`src/rtl/ac_rle_scheduler.sv`:
```
// rtl/ac_rle_scheduler.sv - baseline JPEG AC run/size symbol scheduler with ZRL/EOB insertion
// One coefficient per handshake in, one (run,size,amp,last) symbol per handshake out.
module ac_rle_scheduler (
   input  logic               clk_in,
   input  logic               rst_in_n,
   input  logic signed [10:0] coef_in,
   input  logic               coef_valid_in,
   output logic               coef_ready_out,
   output logic [3:0]         sym_run_out,
   output logic [3:0]         sym_size_out,
   output logic [9:0]         sym_amp_out,
   output logic               sym_last_out,
   output logic               sym_valid_out,
   input  logic               sym_ready_in,
   output logic [7:0]         lut_value_out,
   output logic [7:0]         lut_count_out
);

   typedef enum logic [1:0] {S_ACCEPT, S_ZRL, S_EMIT} state_t;

   state_t      state;
   logic [5:0]  idx;
   logic [5:0]  run;
   logic [3:0]  pend_size;
   logic [9:0]  pend_amp;
   logic        pend_last;

   logic        slot_free;
   logic [10:0] c_raw;
   logic [10:0] c;
   logic [9:0]  mag;
   logic [9:0]  amp_raw;
   logic [9:0]  amp_mask;
   logic [9:0]  cur_amp;
   logic [3:0]  cur_size;
   logic        coef_zero;
   logic        idx_last;
   logic [5:0]  idx_next;

   assign c_raw          = coef_in;
   assign slot_free      = !sym_valid_out || sym_ready_in;
   assign coef_ready_out = (state == S_ACCEPT) && slot_free;
   assign lut_value_out  = {4'b0, sym_run_out};
   assign lut_count_out  = {4'b0, sym_size_out};
   assign coef_zero      = (c_raw == 11'h000);
   assign idx_last       = (idx == 6'd63);
   assign idx_next       = idx_last ? 6'd1 : 6'(idx + 6'd1);

   // -1024 has no 10-bit category, so it is folded onto -1023 before sizing.
   always_comb begin
      c        = (c_raw == 11'h400) ? 11'h401 : c_raw;
      mag      = c[10] ? 10'(~c[9:0] + 10'd1) : c[9:0];
      amp_raw  = c[10] ? 10'(c[9:0] - 10'd1) : c[9:0];
      cur_size = 4'd0;
      for (int i = 0; i < 10; i++) begin
         if (mag[i]) cur_size = 4'(i + 1);
      end
      amp_mask = 10'((11'd1 << cur_size) - 11'd1);
      cur_amp  = amp_raw & amp_mask;
   end

   always_ff @(posedge clk_in or negedge rst_in_n) begin
      if (!rst_in_n) begin
         state         <= S_ACCEPT;
         idx           <= 6'd1;
         run           <= 6'd0;
         pend_size     <= 4'd0;
         pend_amp      <= 10'd0;
         pend_last     <= 1'b0;
         sym_run_out   <= 4'd0;
         sym_size_out  <= 4'd0;
         sym_amp_out   <= 10'd0;
         sym_last_out  <= 1'b0;
         sym_valid_out <= 1'b0;
      end else begin
         // A free slot empties unless one of the branches below reloads it.
         if (slot_free) sym_valid_out <= 1'b0;
         case (state)
            S_ACCEPT: begin
               if (coef_valid_in && slot_free) begin
                  idx <= idx_next;
                  if (coef_zero) begin
                     if (idx_last) begin
                        sym_valid_out <= 1'b1;
                        sym_run_out   <= 4'd0;
                        sym_size_out  <= 4'd0;
                        sym_amp_out   <= 10'd0;
                        sym_last_out  <= 1'b1;
                        run           <= 6'd0;
                     end else begin
                        run <= 6'(run + 6'd1);
                     end
                  end else if (run < 6'd16) begin
                     sym_valid_out <= 1'b1;
                     sym_run_out   <= run[3:0];
                     sym_size_out  <= cur_size;
                     sym_amp_out   <= cur_amp;
                     sym_last_out  <= idx_last;
                     run           <= 6'd0;
                  end else begin
                     pend_size <= cur_size;
                     pend_amp  <= cur_amp;
                     pend_last <= idx_last;
                     state     <= S_ZRL;
                  end
               end
            end
            S_ZRL: begin
               if (slot_free) begin
                  sym_valid_out <= 1'b1;
                  sym_run_out   <= 4'd15;
                  sym_size_out  <= 4'd0;
                  sym_amp_out   <= 10'd0;
                  sym_last_out  <= 1'b0;
                  run           <= 6'(run - 6'd16);
                  if (run < 6'd32) state <= S_EMIT;
               end
            end
            S_EMIT: begin
               if (slot_free) begin
                  sym_valid_out <= 1'b1;
                  sym_run_out   <= run[3:0];
                  sym_size_out  <= pend_size;
                  sym_amp_out   <= pend_amp;
                  sym_last_out  <= pend_last;
                  run           <= 6'd0;
                  state         <= S_ACCEPT;
               end
            end
            default: state <= S_ACCEPT;
         endcase
      end
   end

endmodule

```
`config.mk`:
```
export PLATFORM = sky130hd
export DESIGN_NAME = ac_rle_scheduler
export DESIGN_NICKNAME = d
export VERILOG_FILES = /design/src/rtl/ac_rle_scheduler.sv
export SDC_FILE = /design/constraint.sdc
export NUM_CORES = 1
export LEC_CHECK = 0
export ABC_AREA = 1
export CAP_MARGIN = 30
export CORE_MARGIN = 4
export CORE_UTILIZATION = 59
export DETAILED_ROUTE_END_ITERATION = 6
export GPL_TIMING_DRIVEN = 0
export PLACE_DENSITY = 0.93
export SETUP_SLACK_MARGIN = 0.02
export SLEW_MARGIN = 30
export SYNTH_ARGS = -nofsm -noshare
export SYNTH_HDL_FRONTEND = slang
export SYNTH_SLANG_ARGS = --single-unit
```
`constraint.sdc`:
```
create_clock -name clk_in -period 2.66 [get_ports clk_in]
set_input_delay 0.532 -clock clk_in [delete_from_list [all_inputs] [get_ports clk_in]]
set_output_delay 0.532 -clock clk_in [all_outputs]
set_load 0.05 [all_outputs]
```
==> results.txt <==
Data arrives at the worst endpoint at 3280 ps. For the number of fill cells in the layout, the log shows 310. Type of the worst min-delay path: in -> async. The cell type with the largest total area after synthesis was dfrtp_1. The clock sink count is 49, and the clock transition at the register clock pins on the worst setup and hold paths after CTS is 110 ps.

The clock latency reported for the late side of the worst-skew pair is 320 ps, and the fraction of synthesis flops using an asynchronous set or reset pin is 100.0%. Multiplexer cells account for 0% of the synthesized area. For the cell count after synthesis, the log shows 431. Per-cell via count in the routed design: 6.066.

Counting flops with a built-in enable in the synthesized netlist gives 0. The count of buffers added on input and output ports is 43. After layout, the minimum clock period comes to 3020 ps.

Routed wire length per instance: 18.37 um. The share of the Yosys chip area taken by registers is 37.24%. Setup repair after global routing could not meet its margin everywhere. The critical path is of the in -> reg type. The first global-routing pass estimated 14590 um of wire. The via count of the first global-routing pass is 3177. The tools report the buffer cell driving the clock tree root as clkbuf_8.

Summed over all layers, the routed wires come to 10600 um. The kind of cell with the highest combined delay along the critical path is simple AND/OR/NAND/NOR gates. In this run the core area contains 26 standard-cell rows. Detailed placement ended at an HPWL of 6025 um. The netlist area before placement came out at 0.003296 mm2. The post-synthesis compound-gate area fraction is 13.48%, and the aggregate global-route resource usage is 28.10%. CTS built an H-tree with a depth of 2. The number of different library cells used by synthesis comes to 44. Cell repeated most along the worst path: nand2_4. Core area: 0.005270 mm2. The area growth from synthesis to final layout is 31.36%, and the worst path setup slack after routing is -359.6 ps. Share of synthesized cell area in full adder, half adder and majority cells: 3.417%.

Cells fill 82.15% of the core in the end. The total overflow left after global routing is 0. The detail route stage leaves a number of antenna-violating nets equal to 0. The number of synthesized register bits works out to 49. For this block, the initial DRC count from the detailed router was 400. Traced cell by cell, the critical path runs through buf_2, inv_2, nor3_4, nand2_4, nand2_4, inv_2, ha_4, o21ai_1, o21a_1, nand3_1, nand2_1, nand2_2, a21oi_4, buf_4, buf_4, nand2_4, nor2_1, nand2_1, nand2_2, nand3_2, a21boi_2. Routability-driven placement finished with a final weighted congestion of 0.8785.

For this run, the slowest stage of the critical path takes 250 ps. The run finished, with violations left. The die is 82.74 um wide. The required time of the worst setup path is 2920 ps. The worst setup path is launched from an input pin.

The worst-case IR drop observed on VDD is 0.0007513 V. The area fraction in and, or, nand and nor cells after synthesis came out at 29.57%. The commonest non-fill, non-tap cell in the layout was nand2_1. Primary flip-flop cell chosen by synthesis mapping: dfrtp_1. The biggest fanout along the worst timing path came out at 5.

The number of nets in the layout was 530. Initial antenna violation count: 0. In the layout the commonest cells are nand2_1, dfrtp_1, inv_1, buf_4, clkdlybuf4s50_1. With fillers left out, the area of the finished cells amounts to 0.004329 mm2. Xor and xnor area share after synthesis: 3.721%. The slowest stage of the critical path is the a21oi_4 cell. The number of hold-slack violations in the final timing report came out at 0. The category of the worst setup path capture point is a flip-flop. The number of buffers and inverters on the critical path came out at 5. The count of final setup violators came out at 11. The share of synthesized area in the top cell type comes to 36.45%. Sum of internal, switching and leakage power: 0.004966 W. The mean area per synthesized cell was 7.647 um2; the count of max-cap constraint violations was 0.

Ranked by total cell area, the synthesized netlist is headed by dfrtp_1, nand2_1, inv_1, o21ai_0, buf_4. Total CTS buffers: 5. The tools report the residual DRC count as 0.

For the pin with the worst max-slew slack, the measured transition is 623.0 ps. The checks that failed: negative setup slack. The die extent in y was 82.74 um. The run gives 58.47% as the worst relative slew slack. After synthesis, the largest family of logic cells by area is simple AND/OR/NAND/NOR gates. The clock tree buffer depth was 2. Entering global routing, the biggest net connects 50 pins. Maximum frequency from static timing analysis: 0.3312 GHz. The yosys synthesis warning count is 0.

The fraction of final layout cells sized beyond drive strength 1 works out to 28.01%. Effective utilization at floorplan: 62.54%. For this design the static power due to leakage is 2.150 nW. The repair_antennas step left the layout with diodes totalling 0.

Of the available clock period, the critical path in the final layout requires 113.5%. The tools report the post-placement cell area as 0.003943 mm2. The run gives 3500 as the count of vias placed by the detailed router. The run gives 0.006846 mm2 as the area of the die. For this design the top-level I/O count stands at 52.

The final clock skew is 15.77 ps. For this run, the detailed router's first-pass iteration total came to 5. TritonCTS built the clock tree. Total power divided by cell area: 1147 mW/mm2. Number of max-slew violations in the final report: 0.
==> worst paths after layout <==
| check | from | endpoint | slack, ps | cells after the start |
|---|---|---|---|---|
| hold reg to reg | pend_size[3] | pend_size[3] | 490 | 2 |
| setup / recovery | coef_in[10] | sym_amp_out[4] | -360 | 21 |
| setup reg to reg | state[0] | sym_size_out[0] | 140 | 8 |
| max in group asynchronous | rst_in_n | idx[4] | 2010 | 1 |
| hold / removal | rst_in_n | sym_amp_out[6] | 210 | 1 |
| min in group clk_in | pend_size[3] | pend_size[3] | 490 | 2 |
==> state kept, by name, summed over array words and instances (netlist names) <==
register	count
pend_last	1
sym_valid_out	1
sym_size_out	4
idx	6
sym_last_out	1
sym_run_out	4
pend_size	4
run	6
sym_amp_out	10
pend_amp	10
state	2
==> per-stage QoR <==
stage	cells	TNS (ps)	setup WS (ps)	hold slack, ps
floorplan	438	-408.6	-83.46	236.4
global placement	551	-25540	-984.9	458.0
detailed placement	551	-16810	-1092	466.9
CTS	572	-435.1	-166.2	240.3
global route	577	-5169	-548.1	246.7
finish	577	-2925	-359.6	206.5
==> logic make-up (layout without fill, tap and decap cells) <==
group | after synthesis | count (layout)
flip-flops | 49 | 49
AND/OR/NAND/NOR | 196 | 196
buffers and inverters | 87 | 156
AO/OA/AOI/OAI | 75 | 75
other | 1 | 8
XOR/XNOR | 14 | 14
adder cells (fa/ha/maj) | 9 | 9
==> what timing repair did <==
item                                    4_1_cts  5_1_grt
endpoints found under the setup margin       18       11
gates resized for setup                      75       28
pin swaps                                    32       25
hold buffers                                  0        0
buffers inserted                             13        5
==> where the power goes <==
part,internal [W],switching [W],leakage (nW),total (W)
logic,0.00111,0.00207,1.49,0.00318
registers,0.00108,0.000232,0.617,0.00131
clock network,0.000190,0.000287,0.0447,0.000477
total,0.00238,0.00259,2.15,0.00497
==> synthesized netlist by cell type (9+ instances only) <==
cell     number
ha_1          9
o21ai_0      29
inv_1        55
buf_4        17
xor2_1       12
nor2_1       32
a21oi_1      20
nand3_1      25
dfrtp_1      48
nand4_1       9
nand2_1      92
==> cell type report <==
cell class | instances | area, um2 | area share [%]
Sequential cell | 49 | 1227 | 28.35
Clock buffer | 5 | 68.82 | 1.590
Tap cell | 70 | 87.58 | 2.023
Buffer | 25 | 176.4 | 4.075
Inverter | 62 | 240.2 | 5.549
Clock inverter | 3 | 25.02 | 0.5780
Multi-Input combinational cell | 302 | 1926 | 44.48
Timing Repair Buffer | 61 | 578.1 | 13.35
==> layer usage <==
| metal | global-route usage (%) | vias to the layer above | wire [um] |
|---|---|---|---|
| li1 | - | 1510 | - |
| met1 | 35.79 | 1589 | 3859 |
| met2 | 44.71 | 310 | 4877 |
| met3 | 7.267 | 91 | 1133 |
| met4 | 12.91 | 0 | 727 |
| met5 | 0 | - | 0 |
==> worst reg2reg max path: cells and delay by family, from the launching register on <==
family	cells	cell delay, ps
buffers and inverters	4	1100
and+or+nand+nor	1	240
adders and majority gates	1	280
AOI/OAI and AO/OA	2	410
DFF	1	410
(Power assumes the default switching activity.)
